**src/rtl/apb_pkg.sv**
```systemverilog
// Shared APB types and bus widths used by the cpu master and the register completer.
package apb_pkg;

   localparam int APB_ADDR_W = 8;
   localparam int APB_DATA_W = 21;

   typedef enum logic [1:0] {
      IDLE = 2'd0,
      WAIT = 2'd1,
      DONE = 2'd2
   } apb_state_t;

endpackage

```
**src/rtl/apb_reg_slave_regfile.sv**
```systemverilog
// Register bank for the APB completer: synchronous clear, one write port, one combinational read port.
module apb_reg_slave_regfile #(
   parameter int DATA_W   = 21,
   parameter int NUM_REGS = 16,
   parameter int IDX_W    = 4
) (
   input  logic              clk,
   input  logic              rst_n_i,
   input  logic              we_i,
   input  logic [IDX_W-1:0]  waddr_i,
   input  logic [DATA_W-1:0] wdata_i,
   input  logic [IDX_W-1:0]  raddr_i,
   output logic [DATA_W-1:0] rdata_o
);

   logic [DATA_W-1:0] mem_q [NUM_REGS];

   always_ff @(posedge clk) begin
      if (!rst_n_i) begin
         for (int i = 0; i < NUM_REGS; i++) begin
            mem_q[i] <= '0;
         end
      end else if (we_i) begin
         mem_q[waddr_i] <= wdata_i;
      end
   end

   assign rdata_o = mem_q[raddr_i];

endmodule

```
**src/rtl/apb_reg_slave.sv**
```systemverilog
// APB completer holding a register bank, with a programmable number of PREADY wait states.
// Defining APB_SLVERR_EN adds the PSLVERR port, flagging accesses beyond the register bank.
//
//  state | meaning
//  IDLE  | waiting for a setup phase; address/data latched when one arrives
//  WAIT  | access phase stalled, down-counter running to its terminal count of 1
//  DONE  | PREADY=1 for one cycle; a pending write commits at the end of it
module apb_reg_slave
   import apb_pkg::*;
#(
   parameter int ADDR_W      = APB_ADDR_W,
   parameter int DATA_W      = APB_DATA_W,
   parameter int NUM_REGS    = 16,
   parameter int WAIT_STATES = 2
) (
   input  logic              clk,
   input  logic              PRESETn,
   input  logic              PSEL,
   input  logic              PENABLE,
   input  logic              PWRITE,
   input  logic [ADDR_W-1:0] PADDR,
   input  logic [DATA_W-1:0] PWDATA,
   output logic [DATA_W-1:0] PRDATA,
   output logic              PREADY
`ifdef APB_SLVERR_EN
   ,
   output logic              PSLVERR
`endif
);

   localparam int IDX_W = (NUM_REGS > 1) ? $clog2(NUM_REGS) : 1;
   localparam int CNT_W = (WAIT_STATES > 0) ? $clog2(WAIT_STATES + 1) : 1;
   localparam logic [ADDR_W:0] ADDR_LIM = NUM_REGS[ADDR_W:0];

   apb_state_t        state_q, state_d;
   logic [CNT_W-1:0]  cnt_q, cnt_d;
   logic [ADDR_W-1:0] addr_q, addr_d;
   logic              write_q, write_d;
   logic [DATA_W-1:0] wdata_q, wdata_d;
   logic [DATA_W-1:0] prdata_q, prdata_d;
   logic              pready_q, pready_d;

   logic              setup_in_range;
   logic              latched_in_range;
   logic              rf_we;
   logic [DATA_W-1:0] rf_rdata;

   assign setup_in_range   = {1'b0, PADDR} < ADDR_LIM;
   assign latched_in_range = {1'b0, addr_q} < ADDR_LIM;
   assign rf_we            = (state_q == DONE) && write_q && latched_in_range;

   apb_reg_slave_regfile #(
      .DATA_W   (DATA_W),
      .NUM_REGS (NUM_REGS),
      .IDX_W    (IDX_W)
   ) u_regfile (
      .clk      (clk),
      .rst_n_i  (PRESETn),
      .we_i     (rf_we),
      .waddr_i  (addr_q[IDX_W-1:0]),
      .wdata_i  (wdata_q),
      .raddr_i  (PADDR[IDX_W-1:0]),
      .rdata_o  (rf_rdata)
   );

   always_comb begin
      state_d  = state_q;
      cnt_d    = cnt_q;
      addr_d   = addr_q;
      write_d  = write_q;
      wdata_d  = wdata_q;
      prdata_d = prdata_q;
      case (state_q)
         IDLE: begin
            // PSEL with PENABLE already high has no setup to latch, so it is ignored
            if (PSEL && !PENABLE) begin
               addr_d  = PADDR;
               write_d = PWRITE;
               wdata_d = PWDATA;
               cnt_d   = CNT_W'(WAIT_STATES);
               if (!PWRITE) begin
                  prdata_d = setup_in_range ? rf_rdata : '0;
               end
               state_d = (WAIT_STATES > 0) ? WAIT : DONE;
            end
         end
         WAIT: begin
            if (!PSEL) begin
               state_d = IDLE;
            end else if (PENABLE) begin
               if (cnt_q == CNT_W'(1)) begin
                  state_d = DONE;
               end else begin
                  cnt_d = cnt_q - CNT_W'(1);
               end
            end
         end
         DONE:    state_d = IDLE;
         default: state_d = IDLE;
      endcase
      pready_d = (state_d == DONE);
   end

   always_ff @(posedge clk) begin
      if (!PRESETn) begin
         state_q  <= IDLE;
         cnt_q    <= '0;
         addr_q   <= '0;
         write_q  <= 1'b0;
         wdata_q  <= '0;
         prdata_q <= '0;
         pready_q <= 1'b0;
      end else begin
         state_q  <= state_d;
         cnt_q    <= cnt_d;
         addr_q   <= addr_d;
         write_q  <= write_d;
         wdata_q  <= wdata_d;
         prdata_q <= prdata_d;
         pready_q <= pready_d;
      end
   end

   assign PRDATA = prdata_q;
   assign PREADY = pready_q;

`ifdef APB_SLVERR_EN
   logic pslverr_q, pslverr_d;

   // addr_d is the address DONE will report, whether latched now or earlier
   assign pslverr_d = (state_d == DONE) && !({1'b0, addr_d} < ADDR_LIM);

   always_ff @(posedge clk) begin
      if (!PRESETn) begin
         pslverr_q <= 1'b0;
      end else begin
         pslverr_q <= pslverr_d;
      end
   end

   assign PSLVERR = pslverr_q;
`else
   // Out-of-range accesses complete normally with no error indication.
`endif

endmodule

```
**config.mk**
```make
export PLATFORM = sky130hd
export DESIGN_NAME = apb_reg_slave
export DESIGN_NICKNAME = d
export VERILOG_FILES = /design/src/rtl/apb_pkg.sv /design/src/rtl/apb_reg_slave_regfile.sv /design/src/rtl/apb_reg_slave.sv
export SDC_FILE = /design/constraint.sdc
export NUM_CORES = 1
export LEC_CHECK = 0
export CAP_MARGIN = 0
export CELL_PAD_IN_SITES_DETAIL_PLACEMENT = 1
export CELL_PAD_IN_SITES_GLOBAL_PLACEMENT = 2
export CORE_ASPECT_RATIO = 1.25
export CORE_MARGIN = 2
export CORE_UTILIZATION = 48
export CTS_CLUSTER_SIZE = 8
export DETAILED_ROUTE_END_ITERATION = 8
export GPL_ROUTABILITY_DRIVEN = 0
export GPL_TIMING_DRIVEN = 0
export PLACE_DENSITY = 0.92
export SYNTH_ARGS = -nofsm -noshare
export SYNTH_HDL_FRONTEND = slang
export SYNTH_HIERARCHICAL = 1
export SYNTH_SLANG_ARGS = --single-unit
```
**constraint.sdc**
```tcl
create_clock -name clk -period 7.7 [get_ports clk]
set_input_delay 2.31 -clock clk [delete_from_list [all_inputs] [get_ports clk]]
set_output_delay 2.31 -clock clk [all_outputs]
set_load 0.02 [all_outputs]
```
Yosys cells after proc, flatten, opt, wreduce, memory -nomap -nowiden:

Memories as Yosys holds them, arrays and structs flattened.
Index checks and enable logic that the tools add are counted.

* output and inout port bits: 22
* memories kept: 1
* flip-flop bits (word level): 56
* bits of input ports: 34
* memory bits (writable): 336
* word-level logic and storage cells: 48

Memories
* u_regfile.mem_q: depth 16, bits a word 21, rd ports 1, clocked after memory_dff 0, wr ports 16, RTL line apb_reg_slave_regfile.sv:16 `logic [DATA_W-1:0] mem_q [NUM_REGS];`

* equality and inequality tests: 8
* $lt $le $gt $ge: 2
* multiplexer cells: 18
* $add $sub $neg: 1
* bitwise operators: 1
* reduce and logical (&&, ||, !) cells: 10

Operator list (count)
* 21-bit 2-to-1 mux: 2
* 21-bit OR reduction: 1
* 8-bit by 5-bit < comparator with 1-bit output, second input constant: 2
* 2-bit 2-to-1 mux: 8
* 2-bit != test, second input constant: 4
* 2-bit case mux with 2 select lines: 2
* 1-bit 2-to-1 mux: 5
* 5-bit AND reduction: 1
* 2-bit by 1-bit == test with 1-bit output, second input constant: 2
* 2-bit == test, second input constant: 2
* 4-bit 2-to-1 mux: 1
* 1-bit logical AND: 3
* 3-bit AND reduction: 1
* 2-bit zero test: 1
* 2-bit AND reduction: 1
* 2-bit nonzero test: 1
* 2-bit by 1-bit subtractor with 2-bit output, second input constant: 1
* 1-bit zero test: 1
* 1-bit inverter: 1

Longest topological paths before layout:

Gate-level depths: netlist of the first run.

* word-level depth: 8
* gate-level depth with buffers: 7
* gate-level depth less buffers: 5

Modules after synthesis:

The synthesis of the first run kept the hierarchy.

Modules (own cells, without submodules)
* apb_reg_slave_regfile: cells an instance 943, area an instance 15065.7 um^2, instances 1
* apb_reg_slave: cells an instance 260, area an instance 2252.2 um^2, instances 1

Worst setup path after synthesis of the first run:

No wires, ideal clock.

* kind: input to register
* start point: input PRESETn
* end point: memory u_regfile.mem_q[11][0] (enable)
* setup time: 428 ps
* required time: 7272 ps
* stages: 3
* path slack: 2978 ps
* data arrival time: 4294 ps
* path through: buf_2 > nand4b_1 > o21ai_0

RTL lines
* from (decl): RTL line apb_reg_slave.sv:17 `input logic PRESETn,`
* to (decl): RTL line apb_reg_slave_regfile.sv:16

==> results.py, run 1 <==
metrics = {
    "timing": {
        "maxSlewViolCount": 0,
        "max_freq_mhz": 199,
        "rsz0062_at_grt": "false",
        "setup_ws_ns": 2.68,
        "hold-worst-slack_ns": 0.455,
        "finalHoldViolCount": 0,
        "relSlewSlack": 0.143,
        "min_period_ns": 5.02,
        "worstMarginPinSlew_ns": 1.29,
        "timing.final.crit_share": 0.652,
        "final.setup_skew_ns": 0.0130,
        "setup_viol_count_final": 0,
        "tns_ns": 0,
    },
    "logic_synthesis": {
        "avgSynthCellArea_um2": 14.4,
        "synth_edf_count": 336,
        "synth_warnings": 6,
        "ys_seq_elements": 392,
        "synth.cell_area_um2": 17300,
        "ys_types": 38,
        "syn-num-nets": 1238,
        "synthCells": 1203,
        "synthArstFlopShare": 0,
        "synth_flop_cell": "edfxtp_1",
        "yosysSeqAreaShare": 0.647,
    },
    "critical_path": {
        "crit_start": "PRESETn",
        "crit_fanout": 21,
        "rrSetupSlack_ns": 4.28,
        "crit_path_start_kind": "input pin",
        "path_cells": "clkdlybuf4s50_1 > buf_2 > nand4b_1 > nor3_2 > nand2b_1",
        "cp-end-kind": "flop",
        "reg2reg_depth": 6,
        "r2r_end": "u_regfile/mem_q[8][16]",
        "crit_end": "u_regfile/mem_q[8][16]",
        "reg2reg_from": "state_q[0]",
        "critPathKind": "in2reg",
        "cp_slowest_cell": "nand2b_1",
        "max_stage_delay_ns": 1.03,
        "crit_required_ns": 7.87,
        "arrival_ns": 5.19,
    },
    "global_route": {
        "antenna_found_initial": 0,
        "grt_pass1_vias": 11100,
        "grt_max_degree": 22,
        "grt_pass1_wl_um": 65800,
        "track_usage": 0.232,
        "overflow": 0,
    },
    "pwr": {
        "p_total_mw": 4.86,
        "p_per_area_nw_per_um2": 240,
        "peakVddDrop_mv": 0.158,
        "p_leak_nw": 7.17,
    },
    "finish": {
        "layout-drive-gt1-share": 0.145,
        "fillerInstances": 3461,
        "seqCellArea_um2": 11200,
        "finalNetCount": 1360,
        "multi_input_area_um2": 5670,
        "area_delta_synth_final_pct": 16.8,
        "diodes": 0,
    },
    "clock_tree": {
        "post_cts_buffers": 0,
        "ctsResizeCount": 0,
        "root_buffer": "clkbuf_16",
        "path_clk_slew_ns": 0.05,
        "cts_tree": "done",
        "numCtsBuffers": 54,
        "clk-insertion-delay-late_ns": 0.57,
        "htree_levels": 2,
        "clockBufferDepth": 3,
        "holdBufCountCts": 0,
        "clock-sinks": 392,
    },
    "floorplan": {
        "rows": 77,
        "start_util": 0.488,
        "die_y_um": 216,
        "io_pins": 56,
        "coreArea_um2": 35500,
        "dieArea_um2": 37600,
        "die_w_um": 174,
    },
    "worst_hold_path": {
        "hold_path_class": "reg2reg",
    },
    "drt": {
        "first_pass_iters": 4,
        "ant_nets": 0,
        "post_drt_wl_per_cell_um": 22.9,
        "post-route-drc-count": 0,
        "vias": 10100,
        "via_per_inst": 5.49,
        "wirelength_um": 42200,
        "drtIter0Drc": 624,
    },
    "placed_design": {
        "pre_cts_ws_ns": 2.11,
        "port_buffers": 54,
        "dp_hpwl_um": 30100,
    },
    "job": {
        "max-cap-violations": 0,
    },
    "status": {
        "status": "finished clean",
    },
}
[per-layer routing]
metal / vias to the layer above / share of wire / GRT usage
li1: 4649 / - / -
met1: 5158 / 0.40 / 0.292
met2: 262 / 0.52 / 0.415
met3: 57 / 0.060 / 0.0451
met4: 0 / 0.017 / 0.0569
met5: - / 0 / 0
[worst min path at each step]
stage / from / end / slack [ns] / cells past startpoint
4_1_cts: addr_q[4] / addr_q[4] / 0.46 / 2
3_5_place_dp: addr_q[4] / addr_q[4] / 0.45 / 2
6_report: addr_q[4] / addr_q[4] / 0.46 / 2
2_1_floorplan: addr_q[4] / addr_q[4] / 0.44 / 2
5_1_grt: addr_q[7] / addr_q[7] / 0.48 / 2
3_3_place_gp: addr_q[5] / addr_q[5] / 0.45 / 2
[synthesized netlist by cell type, types with 2 or more instances]
master,n,area share
buf_4,6,0.0026
edfxtp_1,336,0.58
and2_1,337,0.12
o22ai_1,21,0.0076
mux4_2,84,0.11
dfxtp_1,56,0.065
a21boi_0,25,0.011
buf_2,18,0.0052
nor4_1,3,0.0011
nor2b_1,2,0.00072
clkbuf_1,74,0.016
buf_6,5,0.0033
nor2_1,16,0.0035
inv_1,2,0.00043
nand3b_1,22,0.0095
a22oi_1,42,0.018
nand4b_1,2,0.0010
nand2b_1,10,0.0036
nand2_1,105,0.023
a21boi_1,5,0.0022
nor3_2,3,0.0017
o21ai_0,13,0.0038
[area by class of cell]
type                       count  area share
tap                          474      0.0293
multi-input combinational    705       0.280
clock buffer                 100      0.0764
buffer                       104      0.0234
sequential                   392       0.554
clock inverter                 1    0.000433
timing repair buffer          66      0.0354
inverter                       2    0.000371
[where the power goes]
| group | internal (mW) | leakage [nW] | switching [mW] |
|---|---|---|---|
| Sequential | 2.37 | 3.92 | 0.0319 |
| Combinational | 0.115 | 2.51 | 0.165 |
| Clock | 1.33 | 0.735 | 0.850 |
| Total | 3.81 | 7.17 | 1.05 |
[worst max-delay path, delay by kind of cell]
family,cells,cell delay [ns]
buffers and inverters,2,0.86
AND/OR/NAND/NOR,3,1.99
[layout by cell type (no fill, tap or decap), drive strengths merged]
master / synthesis / routed
nand3: 1 / 1
a211oi: 1 / 1
nor3b: 1 / 1
mux4: 84 / 84
nand4b: 2 / 2
o21ai: 13 / 13
and2: 337 / 337
clkbuf: 74 / 174
nor2b: 2 / 2
a21oi: 1 / 1
a21boi: 30 / 30
nand2: 105 / 105
a22oi: 42 / 42
nand3b: 22 / 22
nor4b: 2 / 2
nand4: 1 / 1
dfxtp: 56 / 56
nand2b: 10 / 10
inv: 2 / 3
nand4bb: 1 / 1
buf: 30 / 42
a311o: 1 / 1
a21o: 1 / 1
clkdlybuf4s50: 0 / 54
and3: 1 / 1
edfxtp: 336 / 336
o22ai: 21 / 21
nor3: 4 / 4
ha: 1 / 1
nor2: 17 / 17
or4b: 1 / 1
nor4: 3 / 3
[flip-flops by register name, summed over array words and instances, names as in the netlist]
name / count
state_q: 2
PRDATA: 21
write_q: 1
addr_q: 8
u_regfile/mem_q: 336
PREADY: 1
wdata_q: 21
cnt_q: 2
[logic make-up after synthesis]
family / share of synthesized area
AND/OR/NAND/NOR: 0.171
buffers and inverters: 0.0277
multiplexers: 0.109
AO/OA/AOI/OAI: 0.0443
adder cells (fa/ha/maj): 0.000722
flip-flops: 0.647
[stage by stage]
step	instance area, µm²	instances	util
after detailed placement	18700	1743	0.527
after floorplan	17300	1203	-
after CTS	20200	1844	0.571
after global placement	18500	1731	0.520
final	20200	1844	0.571
after global routing	20200	1844	0.571
Note: power is estimated with default switching activity, not from simulation.
==> inputs of run 2 (changes only) <==
--- a/config.mk
+++ b/config.mk
@@ -10,12 +10,12 @@
 export CELL_PAD_IN_SITES_GLOBAL_PLACEMENT = 2
 export CORE_ASPECT_RATIO = 1.25
 export CORE_MARGIN = 2
-export CORE_UTILIZATION = 48
+export CORE_UTILIZATION = 41
 export CTS_CLUSTER_SIZE = 8
 export DETAILED_ROUTE_END_ITERATION = 8
 export GPL_ROUTABILITY_DRIVEN = 0
 export GPL_TIMING_DRIVEN = 0
-export PLACE_DENSITY = 0.92
+export PLACE_DENSITY = 0.85
 export SYNTH_ARGS = -nofsm -noshare
 export SYNTH_HDL_FRONTEND = slang
 export SYNTH_HIERARCHICAL = 1
==> constraint.sdc (replaced) <==
create_clock -name clk -period 4.4 [get_ports clk]
set_input_delay 1.32 -clock clk [delete_from_list [all_inputs] [get_ports clk]]
set_output_delay 1.32 -clock clk [all_outputs]
set_load 0.02 [all_outputs]
==> results.py, run 2 (same netlist as run 1, synthesis figures left out) <==
metrics = {
    "status": {
        "status": "finished clean",
    },
    "timing": {
        "setup_ws_ns": 0.320,
        "setup_viol_count_final": 0,
        "min_period_ns": 4.08,
        "maxSlewViolCount": 0,
        "finalHoldViolCount": 0,
        "rsz0062_at_grt": "false",
        "worstMarginPinSlew_ns": 1.28,
        "max_freq_mhz": 245,
        "final.setup_skew_ns": 0.0229,
        "timing.final.crit_share": 0.927,
        "relSlewSlack": 0.147,
    },
    "global_route": {
        "antenna_found_initial": 2,
        "grt_max_degree": 22,
        "grt_pass1_wl_um": 67200,
        "grt_pass1_vias": 11400,
        "overflow": 0,
        "track_usage": 0.202,
    },
    "drt": {
        "via_per_inst": 5.27,
        "post-route-drc-count": 0,
        "wirelength_um": 43500,
        "vias": 10200,
        "first_pass_iters": 5,
        "drtIter0Drc": 672,
        "post_drt_wl_per_cell_um": 22.5,
        "ant_nets": 0,
    },
    "critical_path": {
        "crit_fanout": 21,
        "critPathKind": "in2reg",
        "arrival_ns": 4.26,
        "cp-end-kind": "flop",
        "crit_path_start_kind": "input pin",
        "crit_required_ns": 4.58,
    },
    "worst_hold_path": {
        "hold_path_class": "reg2reg",
    },
    "clock_tree": {
        "clock-sinks": 392,
        "holdBufCountCts": 0,
        "cts_tree": "done",
        "clk-insertion-delay-late_ns": 0.58,
        "htree_levels": 2,
        "clockBufferDepth": 3,
        "post_cts_buffers": 0,
        "path_clk_slew_ns": 0.05,
        "root_buffer": "clkbuf_16",
        "numCtsBuffers": 54,
        "ctsResizeCount": 0,
    },
    "job": {
        "max-cap-violations": 0,
    },
    "finish": {
        "fillerInstances": 4238,
        "seqCellArea_um2": 11200,
        "finalNetCount": 1360,
        "final_cell_mix": "and2_1, edfxtp_1, clkbuf_1, nand2_1, mux4_2",
        "largest_reg_flops": 336,
        "diodes": 0,
        "largest_register": "u_regfile/mem_q",
        "multi_input_area_um2": 5670,
        "area_delta_synth_final_pct": 17.4,
        "layout-drive-gt1-share": 0.145,
        "final_common_cell": "and2_1",
    },
    "floorplan": {
        "coreArea_um2": 41800,
        "io_pins": 56,
        "start_util": 0.414,
        "die_w_um": 188,
        "rows": 84,
        "die_y_um": 234,
        "dieArea_um2": 43900,
    },
    "pwr": {
        "p_leak_nw": 7.17,
        "peakVddDrop_mv": 0.287,
        "p_total_mw": 8.50,
        "p_per_area_nw_per_um2": 418,
    },
    "placed_design": {
        "port_buffers": 54,
        "dp_hpwl_um": 32200,
        "pre_cts_ws_ns": -0.198,
    },
}
run 2: changes by cell type in the layout (fill, tap and decap cells not counted):
cell and change:
buf_6 -1, clkinv_8 +1, clkbuf_1 -1, buf_8 +1
inv_6 +1, clkbuf_16 -1
run 2: power by group:
group          internal [mW]  leakage [nW]  switching, mW
sequential              4.15          3.92         0.0546
combinational          0.201          2.51          0.292
clock                   2.30         0.733           1.51
run 2: metal layers:
metal | track usage | share of wire | up-vias | wire length [µm]
met2 | 0.375 | 0.52 | 277 | 22700
met1 | 0.242 | 0.40 | 5172 | 17500
met3 | 0.0313 | 0.052 | 78 | 2260
li1 | - | - | 4644 | -
met5 | 0 | 0.00060 | - | 26
met4 | 0.0600 | 0.023 | 4 | 1010
run 2: final cells by class:
class,count,share of cell area
Sequential cell,392,0.551
Multi-Input combinational cell,705,0.279
Timing Repair Buffer,66,0.0354
Buffer,104,0.0233
Tap cell,559,0.0344
Clock inverter,3,0.00166
Clock buffer,98,0.0746
Inverter,2,0.000369
run 2: through the flow:
stage | cells | hold slack (ns) | setup TNS [ns] | util | instance area, µm²
finish | 1929 | 0.456 | 0 | 0.486 | 20300
global route | 1929 | 0.494 | 0 | 0.486 | 20300
CTS | 1929 | 0.458 | 0 | 0.486 | 20300
detailed placement | 1828 | 0.451 | -4.83 | 0.449 | 18800
global placement | 1816 | 0.447 | -260.47 | 0.444 | 18600
floorplan | 1203 | 0.435 | 0 | - | 17300
run 2: final timing paths:
| check | startpoint | endpoint | slack (ns) | cells after the start |
|---|---|---|---|---|
| min | addr_q[7] | addr_q[7] | 0.46 | 2 |
| max | PRESETn | u_regfile/mem_q[8][13] | 0.32 | 5 |
| max reg2reg | state_q[0] | u_regfile/mem_q[8][13] | 1.01 | 6 |
| min reg2reg | addr_q[7] | addr_q[7] | 0.46 | 2 |
run 2: worst max-delay path, stage by stage:
cell and delay (ns):
clkdlybuf4s50_1 0.60, buf_2 0.33, nand4b_1 0.49, nor3_2 0.47, nand2b_1 1.03
